$ cat config.mk
export PLATFORM = sky130hd
export DESIGN_NAME = pak_fir_tdm
export DESIGN_NICKNAME = d
export VERILOG_FILES = /design/src/rtl/pak_fir_pkg.sv /design/src/rtl/pak_fir_round_sat.sv /design/src/rtl/pak_fir_tdm.sv
export SDC_FILE = /design/constraint.sdc
export NUM_CORES = 2
export LEC_CHECK = 0
export ABC_CLOCK_PERIOD_IN_PS = 18600
export CAP_MARGIN = 20
export CORE_MARGIN = 2
export CORE_UTILIZATION = 65
export CTS_BUF_LIST = sky130_fd_sc_hd__clkbuf_8
export DETAILED_ROUTE_END_ITERATION = 12
export GPL_ROUTABILITY_DRIVEN = 0
export HOLD_SLACK_MARGIN = 0.1
export MAX_ROUTING_LAYER = met4
export PLACE_DENSITY = 0.79
export SLEW_MARGIN = 20
export SYNTH_ARGS = -nofsm -noshare
export SYNTH_HDL_FRONTEND = slang
export SYNTH_SLANG_ARGS = --single-unit
$ cat constraint.sdc
create_clock -name clk -period 18.6 [get_ports clk]
set_input_delay 3.72 -clock clk [delete_from_list [all_inputs] [get_ports clk]]
set_output_delay 3.72 -clock clk [all_outputs]
set_load 0.02 [all_outputs]
$ cat src/rtl/pak_fir_pkg.sv
// Shared constants and types for the pak_fir_tdm multi-channel FIR filter:
// register map, control/status bit positions and the sequencer states.
package pak_fir_pkg;

   localparam logic [5:0] ADDR_CTRL       = 6'h00;
   localparam logic [5:0] ADDR_STATUS     = 6'h01;
   localparam logic [5:0] ADDR_COEFF_BASE = 6'h20;

   localparam int CTRL_EN_BIT    = 0;
   localparam int CTRL_CLR_BIT   = 1;
   localparam int CTRL_SAT_BIT   = 2;

   localparam int STAT_BUSY_BIT  = 0;
   localparam int STAT_OVF_BIT   = 1;
   localparam int STAT_WRERR_BIT = 2;

   typedef enum logic [1:0] {
      ST_IDLE = 2'd0,
      ST_MAC  = 2'd1,
      ST_OUT  = 2'd2
   } state_e;

endpackage

$ cat src/rtl/pak_fir_round_sat.sv
// Rounds the accumulator half toward +inf, drops FRAC_W fraction bits and
// either clamps or wraps into DATA_WIDTH; o_ovf flags an out-of-range result.
module pak_fir_round_sat #(
   parameter int ACC_W      = 41,
   parameter int DATA_WIDTH = 16,
   parameter int FRAC_W     = 14
) (
   input  logic signed [ACC_W-1:0]      i_acc,
   input  logic                         i_sat_en,
   output logic signed [DATA_WIDTH-1:0] o_data,
   output logic                         o_ovf
);

   localparam int SW = ACC_W + 1;
   localparam logic [SW-1:0] HALF = SW'(1) << (FRAC_W - 1);
   localparam logic signed [DATA_WIDTH-1:0] SAT_MAX = {1'b0, {(DATA_WIDTH-1){1'b1}}};
   localparam logic signed [DATA_WIDTH-1:0] SAT_MIN = {1'b1, {(DATA_WIDTH-1){1'b0}}};

   logic signed [SW-1:0]         w_sum;
   logic signed [SW-1:0]         w_shr;
   logic [SW-DATA_WIDTH:0]       w_top;

   // One guard bit above the accumulator so the rounding add cannot wrap.
   assign w_sum = {i_acc[ACC_W-1], i_acc} + HALF;
   assign w_shr = w_sum >>> FRAC_W;
   assign w_top = w_shr[SW-1:DATA_WIDTH-1];
   assign o_ovf = (w_top != {(SW-DATA_WIDTH+1){w_shr[SW-1]}});

   always_comb begin
      if (o_ovf && i_sat_en) begin
         o_data = w_shr[SW-1] ? SAT_MIN : SAT_MAX;
      end else begin
         o_data = w_shr[DATA_WIDTH-1:0];
      end
   end

endmodule

$ cat src/rtl/pak_fir_tdm.sv
// Time-multiplexed multi-channel FIR: one shared coefficient set, a delay line
// per channel, one MAC per cycle and a small register port with sticky status.
module pak_fir_tdm
   import pak_fir_pkg::*;
#(
   parameter int DATA_WIDTH  = 16,
   parameter int COEFF_WIDTH = 16,
   parameter int N_TAPS      = 8,
   parameter int N_CH        = 2,
   parameter int FRAC_W      = 14,
   parameter int CH_W        = (N_CH > 1) ? $clog2(N_CH) : 1
) (
   input  logic                  clk,
   input  logic                  arst_n,
   input  logic [5:0]            addr,
   input  logic                  write_en,
   input  logic [15:0]           wdata,
   output logic [15:0]           rdata,
   input  logic [DATA_WIDTH-1:0] src_data_in,
   input  logic [CH_W-1:0]       src_ch_in,
   input  logic                  src_valid_in,
   output logic                  src_ready_out,
   output logic [DATA_WIDTH-1:0] dst_data_out,
   output logic [CH_W-1:0]       dst_ch_out,
   output logic                  dst_valid_out,
   input  logic                  dst_ready_in
);

   localparam int PROD_W = DATA_WIDTH + COEFF_WIDTH;
   localparam int ACC_W  = PROD_W + $clog2(N_TAPS) + 1;
   localparam int KW     = (N_TAPS > 1) ? $clog2(N_TAPS) : 1;

   state_e                        r_state;
   state_e                        w_state_nxt;
   logic                          r_en;
   logic                          r_sat_en;
   logic                          r_ovf;
   logic                          r_wr_err;
   logic signed [COEFF_WIDTH-1:0] r_coeff [N_TAPS];
   logic signed [DATA_WIDTH-1:0]  r_hist  [N_CH][N_TAPS];
   logic [CH_W-1:0]               r_ch;
   logic [KW-1:0]                 r_k;
   logic signed [ACC_W-1:0]       r_acc;
   logic signed [DATA_WIDTH-1:0]  r_dout;
   logic [CH_W-1:0]               r_dch;

   logic                          w_idle;
   logic                          w_accept;
   logic                          w_ch_bad;
   logic                          w_push;
   logic                          w_last;
   logic                          w_wr_ctrl;
   logic                          w_wr_stat;
   logic                          w_coeff_hit;
   logic                          w_wr_coeff;
   logic                          w_clr;
   logic                          w_ovf_set;
   logic                          w_err_set;
   logic [KW-1:0]                 w_coeff_idx;
   logic signed [DATA_WIDTH-1:0]  w_x;
   logic signed [COEFF_WIDTH-1:0] w_c;
   logic signed [PROD_W-1:0]      w_prod;
   logic signed [ACC_W-1:0]       w_acc_nxt;
   logic signed [DATA_WIDTH-1:0]  w_rs_data;
   logic                          w_rs_ovf;

   assign w_idle      = (r_state == ST_IDLE);
   assign w_accept    = w_idle && r_en && src_valid_in;
   assign w_ch_bad    = ({1'b0, src_ch_in} >= (CH_W+1)'(N_CH));
   assign w_push      = w_accept && !w_ch_bad;
   assign w_last      = (r_k == KW'(N_TAPS - 1));
   assign w_wr_ctrl   = write_en && (addr == ADDR_CTRL);
   assign w_wr_stat   = write_en && (addr == ADDR_STATUS);
   assign w_coeff_hit = addr[5] && ({27'd0, addr[4:0]} < 32'(N_TAPS));
   assign w_coeff_idx = addr[KW-1:0];
   assign w_wr_coeff  = write_en && w_coeff_hit;
   assign w_clr       = w_wr_ctrl && wdata[CTRL_CLR_BIT] && w_idle;

   assign w_x       = r_hist[r_ch][r_k];
   assign w_c       = r_coeff[r_k];
   assign w_prod    = PROD_W'(w_x) * PROD_W'(w_c);
   assign w_acc_nxt = r_acc + ACC_W'(w_prod);

   // The final tap's product is folded in combinationally so the output
   // register loads on the same edge as the last MAC.
   pak_fir_round_sat #(
      .ACC_W      (ACC_W),
      .DATA_WIDTH (DATA_WIDTH),
      .FRAC_W     (FRAC_W)
   ) u_round_sat (
      .i_acc    (w_acc_nxt),
      .i_sat_en (r_sat_en),
      .o_data   (w_rs_data),
      .o_ovf    (w_rs_ovf)
   );

   assign w_ovf_set = (r_state == ST_MAC) && w_last && w_rs_ovf;
   assign w_err_set = (w_accept && w_ch_bad) || (w_wr_coeff && !w_idle);

   always_ff @(posedge clk or negedge arst_n) begin
      if (!arst_n) begin
         r_state <= ST_IDLE;
      end else begin
         r_state <= w_state_nxt;
      end
   end

   always_comb begin
      w_state_nxt = r_state;
      case (r_state)
         ST_IDLE: w_state_nxt = w_push ? ST_MAC : ST_IDLE;
         ST_MAC:  w_state_nxt = w_last ? ST_OUT : ST_MAC;
         ST_OUT:  w_state_nxt = dst_ready_in ? ST_IDLE : ST_OUT;
         default: w_state_nxt = ST_IDLE;
      endcase
   end

   // Delay lines: newest sample lands in tap 0; CLR_HIST zeroes every line.
   always_ff @(posedge clk or negedge arst_n) begin
      if (!arst_n) begin
         for (int c = 0; c < N_CH; c++) begin
            for (int k = 0; k < N_TAPS; k++) begin
               r_hist[c][k] <= '0;
            end
         end
      end else begin
         for (int c = 0; c < N_CH; c++) begin
            if (w_push && (src_ch_in == CH_W'(c))) begin
               r_hist[c][0] <= src_data_in;
               for (int k = 1; k < N_TAPS; k++) begin
                  r_hist[c][k] <= w_clr ? '0 : r_hist[c][k-1];
               end
            end else if (w_clr) begin
               for (int k = 0; k < N_TAPS; k++) begin
                  r_hist[c][k] <= '0;
               end
            end
         end
      end
   end

   always_ff @(posedge clk or negedge arst_n) begin
      if (!arst_n) begin
         r_ch   <= '0;
         r_k    <= '0;
         r_acc  <= '0;
         r_dout <= '0;
         r_dch  <= '0;
      end else begin
         case (r_state)
            ST_IDLE: begin
               if (w_push) begin
                  r_ch  <= src_ch_in;
                  r_k   <= '0;
                  r_acc <= '0;
               end
            end
            ST_MAC: begin
               r_acc <= w_acc_nxt;
               r_k   <= r_k + KW'(1);
               if (w_last) begin
                  r_dout <= w_rs_data;
                  r_dch  <= r_ch;
               end
            end
            default: begin
            end
         endcase
      end
   end

   // Control, sticky status (a new event beats a same-cycle W1C) and coefficients.
   always_ff @(posedge clk or negedge arst_n) begin
      if (!arst_n) begin
         r_en     <= 1'b0;
         r_sat_en <= 1'b0;
         r_ovf    <= 1'b0;
         r_wr_err <= 1'b0;
         for (int k = 0; k < N_TAPS; k++) begin
            r_coeff[k] <= '0;
         end
      end else begin
         if (w_wr_ctrl) begin
            r_en     <= wdata[CTRL_EN_BIT];
            r_sat_en <= wdata[CTRL_SAT_BIT];
         end
         r_ovf    <= w_ovf_set | (r_ovf & ~(w_wr_stat & wdata[STAT_OVF_BIT]));
         r_wr_err <= w_err_set | (r_wr_err & ~(w_wr_stat & wdata[STAT_WRERR_BIT]));
         if (w_wr_coeff && w_idle) begin
            r_coeff[w_coeff_idx] <= wdata[COEFF_WIDTH-1:0];
         end
      end
   end

   always_comb begin
      rdata = 16'd0;
      case (addr)
         ADDR_CTRL: begin
            rdata[CTRL_EN_BIT]  = r_en;
            rdata[CTRL_SAT_BIT] = r_sat_en;
         end
         ADDR_STATUS: begin
            rdata[STAT_BUSY_BIT]  = !w_idle;
            rdata[STAT_OVF_BIT]   = r_ovf;
            rdata[STAT_WRERR_BIT] = r_wr_err;
         end
         default: rdata = w_coeff_hit ? 16'(r_coeff[w_coeff_idx]) : 16'd0;
      endcase
   end

   assign src_ready_out = w_idle && r_en;
   assign dst_valid_out = (r_state == ST_OUT);
   assign dst_data_out  = r_dout;
   assign dst_ch_out    = r_dch;

endmodule

==> results.toml <==
[sta]
setup_ws_ns = 7.59
fin_crit_ns = 11.01
finalCritPeriodShare_pct = 59.2
rsz0062_at_grt = "no"
setup_tns_ns = 0
setup_viol = 0
tightest_slew_ns = 1.18
skew_ns = 0.0266
maxSlewViolCount = 0
hold_viol = 0
max-slew-margin-rel_pct = 21.4
max_freq_mhz = 90.9

[grt]
grt_util_all_layers_pct = 34.1
grt_max_degree = 192
grt_pass1_vias = 26600
antenna_found_initial = 0
grt_pass1_wl_mm = 139
overflow = 0

[clock_network]
root_buffer = "clkbuf_8"
clkTransAtPathRegs_ns = 0.06
htree_levels = 3
cts_buffers = 77
postCtsSetupRepairBufs = 0
cts_resized = 0
clockBufferDepth = 3
cts_sinks = 447
holdBufCountCts = 0
clkLatencyLatePin_ns = 0.69
tritoncts = "built"

[routing]
drt-pass1-iter-count = 6
drc = 0
vias_per_cell = 6.33
routed_wl_mm = 84.4
wire_per_inst_um = 21.2
vias = 25200
drtIter0Drc = 2349
postRouteAntennaNets = 0

[critical_path]
cp_slowest_cell = "dfrtp_4"
path_class = "flip-flop to flip-flop"
r2r_end = "dst_data_out[0]"
r2r-start = "r_k[0]"
critPathRequiredTime_ns = 19.22
cp-end-kind = "flip-flop"
rr_worst_depth = 28
r2r_slack_ns = 7.59
critPathMaxFanout = 56
worstPathArrival_ns = 11.62
start_kind = "flip-flop"
max_stage_delay_ns = 0.87

[worst_hold_path]
min-delay-start = "r_acc[11]"
min_to = "r_acc[11]"
min_path_type = "flip-flop to flip-flop"
holdPathStages = 2

[yosys]
syn_avg_cell_area_um2 = 10.3
ys_seq_area_share_pct = 33.5
netlist_area_mm2 = 0.0334
synth_top_cell_area_share_pct = 33.5
synth.distinct_cells = 73
netlist_instances = 3244
synth-async-reset-ratio_pct = 100
synth_ff_type = "dfrtp_1"
synth.area.top_cells = "dfrtp_1, fa_1, mux4_2, nand2_1, mux2_2"
synth_edf_count = 0
yosys.area.top_type = "dfrtp_1"
ys_ff_latch = 447
syn_nets = 3712
yosysWarnings = 0

[floorplanning]
die_height_um = 231
initial_core_util_pct = 65.4
core_mm2 = 0.0511
fp.dieArea_mm2 = 0.0532
row_count = 83
pin_count = 79
die_width_um = 231

[run]
drv_cap = 0

[power_and_ir_drop]
finalPower_mw = 7.19
p_per_area_mw_per_mm2 = 198
sequentialPowerShare_pct = 18.3
cellLeakagePower_nw = 17.1
clkPwrFrac_pct = 13.5
comb_power_share_pct = 68.2
swShare_pct = 50.1
intPower_mw = 3.59
vdd_drop_max_v = 0.000294
netSwitchingPower_mw = 3.60

[cells_and_area]
area_growth_pct = 8.79
fillerInstances = 3601
num_antenna_cells = 0
multi_input_area_mm2 = 0.0202
layout-drive-gt1-share_pct = 13.9
seq_area_mm2 = 0.0112
nNetsFinal = 3710

[run_status]
status = "complete, no violations"

[placement]
hpwl_mm = 58.0
port_buffers = 78
pre_cts_ws_ns = 7.70
registers in the layout (all words and copies together) (netlist names):
register and count:
r_hist 256, r_coeff 128, r_acc 36, dst_data_out 16, r_k 3, r_state 2, dst_ch_out 1, r_ch 1
r_en 1, r_ovf 1, r_sat_en 1, r_wr_err 1
logic make-up (layout without fill, tap and decap cells):
kind of cell,count (synthesis),after routing,synth area share [%]
AOI/OAI and AO/OA,554,554,11.0
xor gates and xnor gates,44,44,1.15
buffers and inverters,562,618,6.40
and+or+nand+nor,942,942,12.4
DFF,447,447,33.5
adders and majority gates,424,424,22.9
muxes,271,271,12.6
per-stage QoR:
stage	cells	cell area, um^2	utilization, %	hold WS, ns
6_report	3980	36300	71.1	0.505
5_1_grt	3980	36300	71.1	0.534
3_3_place_gp	3841	34600	67.8	0.480
4_1_cts	3978	36300	71.1	0.506
2_1_floorplan	3244	33400	-	0.447
3_5_place_dp	3841	34600	67.8	0.489
routing by layer:
layer / vias up / GRT usage (%) / part of all wire (%)
met2: 1213 / 54.1 / 49
met3: 296 / 4.69 / 7.3
met5: - / - / 0
met4: 0 / 15.6 / 4.8
met1: 12800 / 44.3 / 39
li1: 10800 / - / -
Yosys cell counts, types with 40 or more instances:
cell,n
nor2b_1,64
nor2_1,98
dfrtp_1,447
clkbuf_1,160
a22o_1,70
o21ai_0,40
nand2_1,618
mux2_2,148
ha_1,110
inv_1,371
fa_1,314
mux4_2,105
a21oi_1,248
power by group through the flow:
stage | Clock (mW) | Combinational [mW] | Sequential, mW
finish | 0.971 | 4.90 | 1.31
global placement | 0 | 4.65 | 1.31
CTS | 0.984 | 4.83 | 1.31
detailed placement | 0 | 4.81 | 1.32
floorplan | 0 | 3.73 | 1.25
global route | 1.03 | 5.44 | 1.33
worst max-delay path, delay by kind of cell, from the launching register on:
| family | cells | cell delay, ns |
|---|---|---|
| simple gates | 5 | 1.25 |
| fa+ha+maj | 7 | 3.79 |
| flops | 1 | 0.87 |
| xor+xnor | 1 | 0.24 |
| mux | 2 | 1.02 |
| compound gates | 6 | 2.25 |
| buf+inv | 7 | 1.41 |
cells in the final DEF, fill, tap and decap left out, drive strengths merged, types with 32 or more instances in the layout:
master and instances:
nor2b 64, a22o 70, mux4 105, inv 389, nor2 98, ha 110
mux2 148, dfrtp 447, buf 33, a21oi 254, a22oi 32, nand2 618
fa 314, o21ai 49, clkdlybuf4s50 77, clkbuf 100
worst max path at each step:
stage / start / endpoint / slack (ns) / depth (start not counted)
2_1_floorplan: r_ch / dst_data_out[7] / 8.66 / 33
3_3_place_gp: r_ch / dst_data_out[11] / 7.91 / 28
3_5_place_dp: r_ch / dst_data_out[0] / 7.70 / 28
4_1_cts: r_ch / dst_data_out[0] / 7.70 / 28
5_1_grt: r_ch / dst_data_out[13] / 7.04 / 28
6_report: r_k[0] / dst_data_out[0] / 7.59 / 28
cell type report:
cell class              count  share of cell area [%]
flip-flops and latches    447                    30.8
clock buffers             100                    3.79
multi-input cells        2235                    55.5
clock inverters            37                   0.837
well taps                 680                    2.34
inverters                 371                    3.83
repair buffers            110                    2.93
Note: power is estimated with default switching activity, not from simulation.
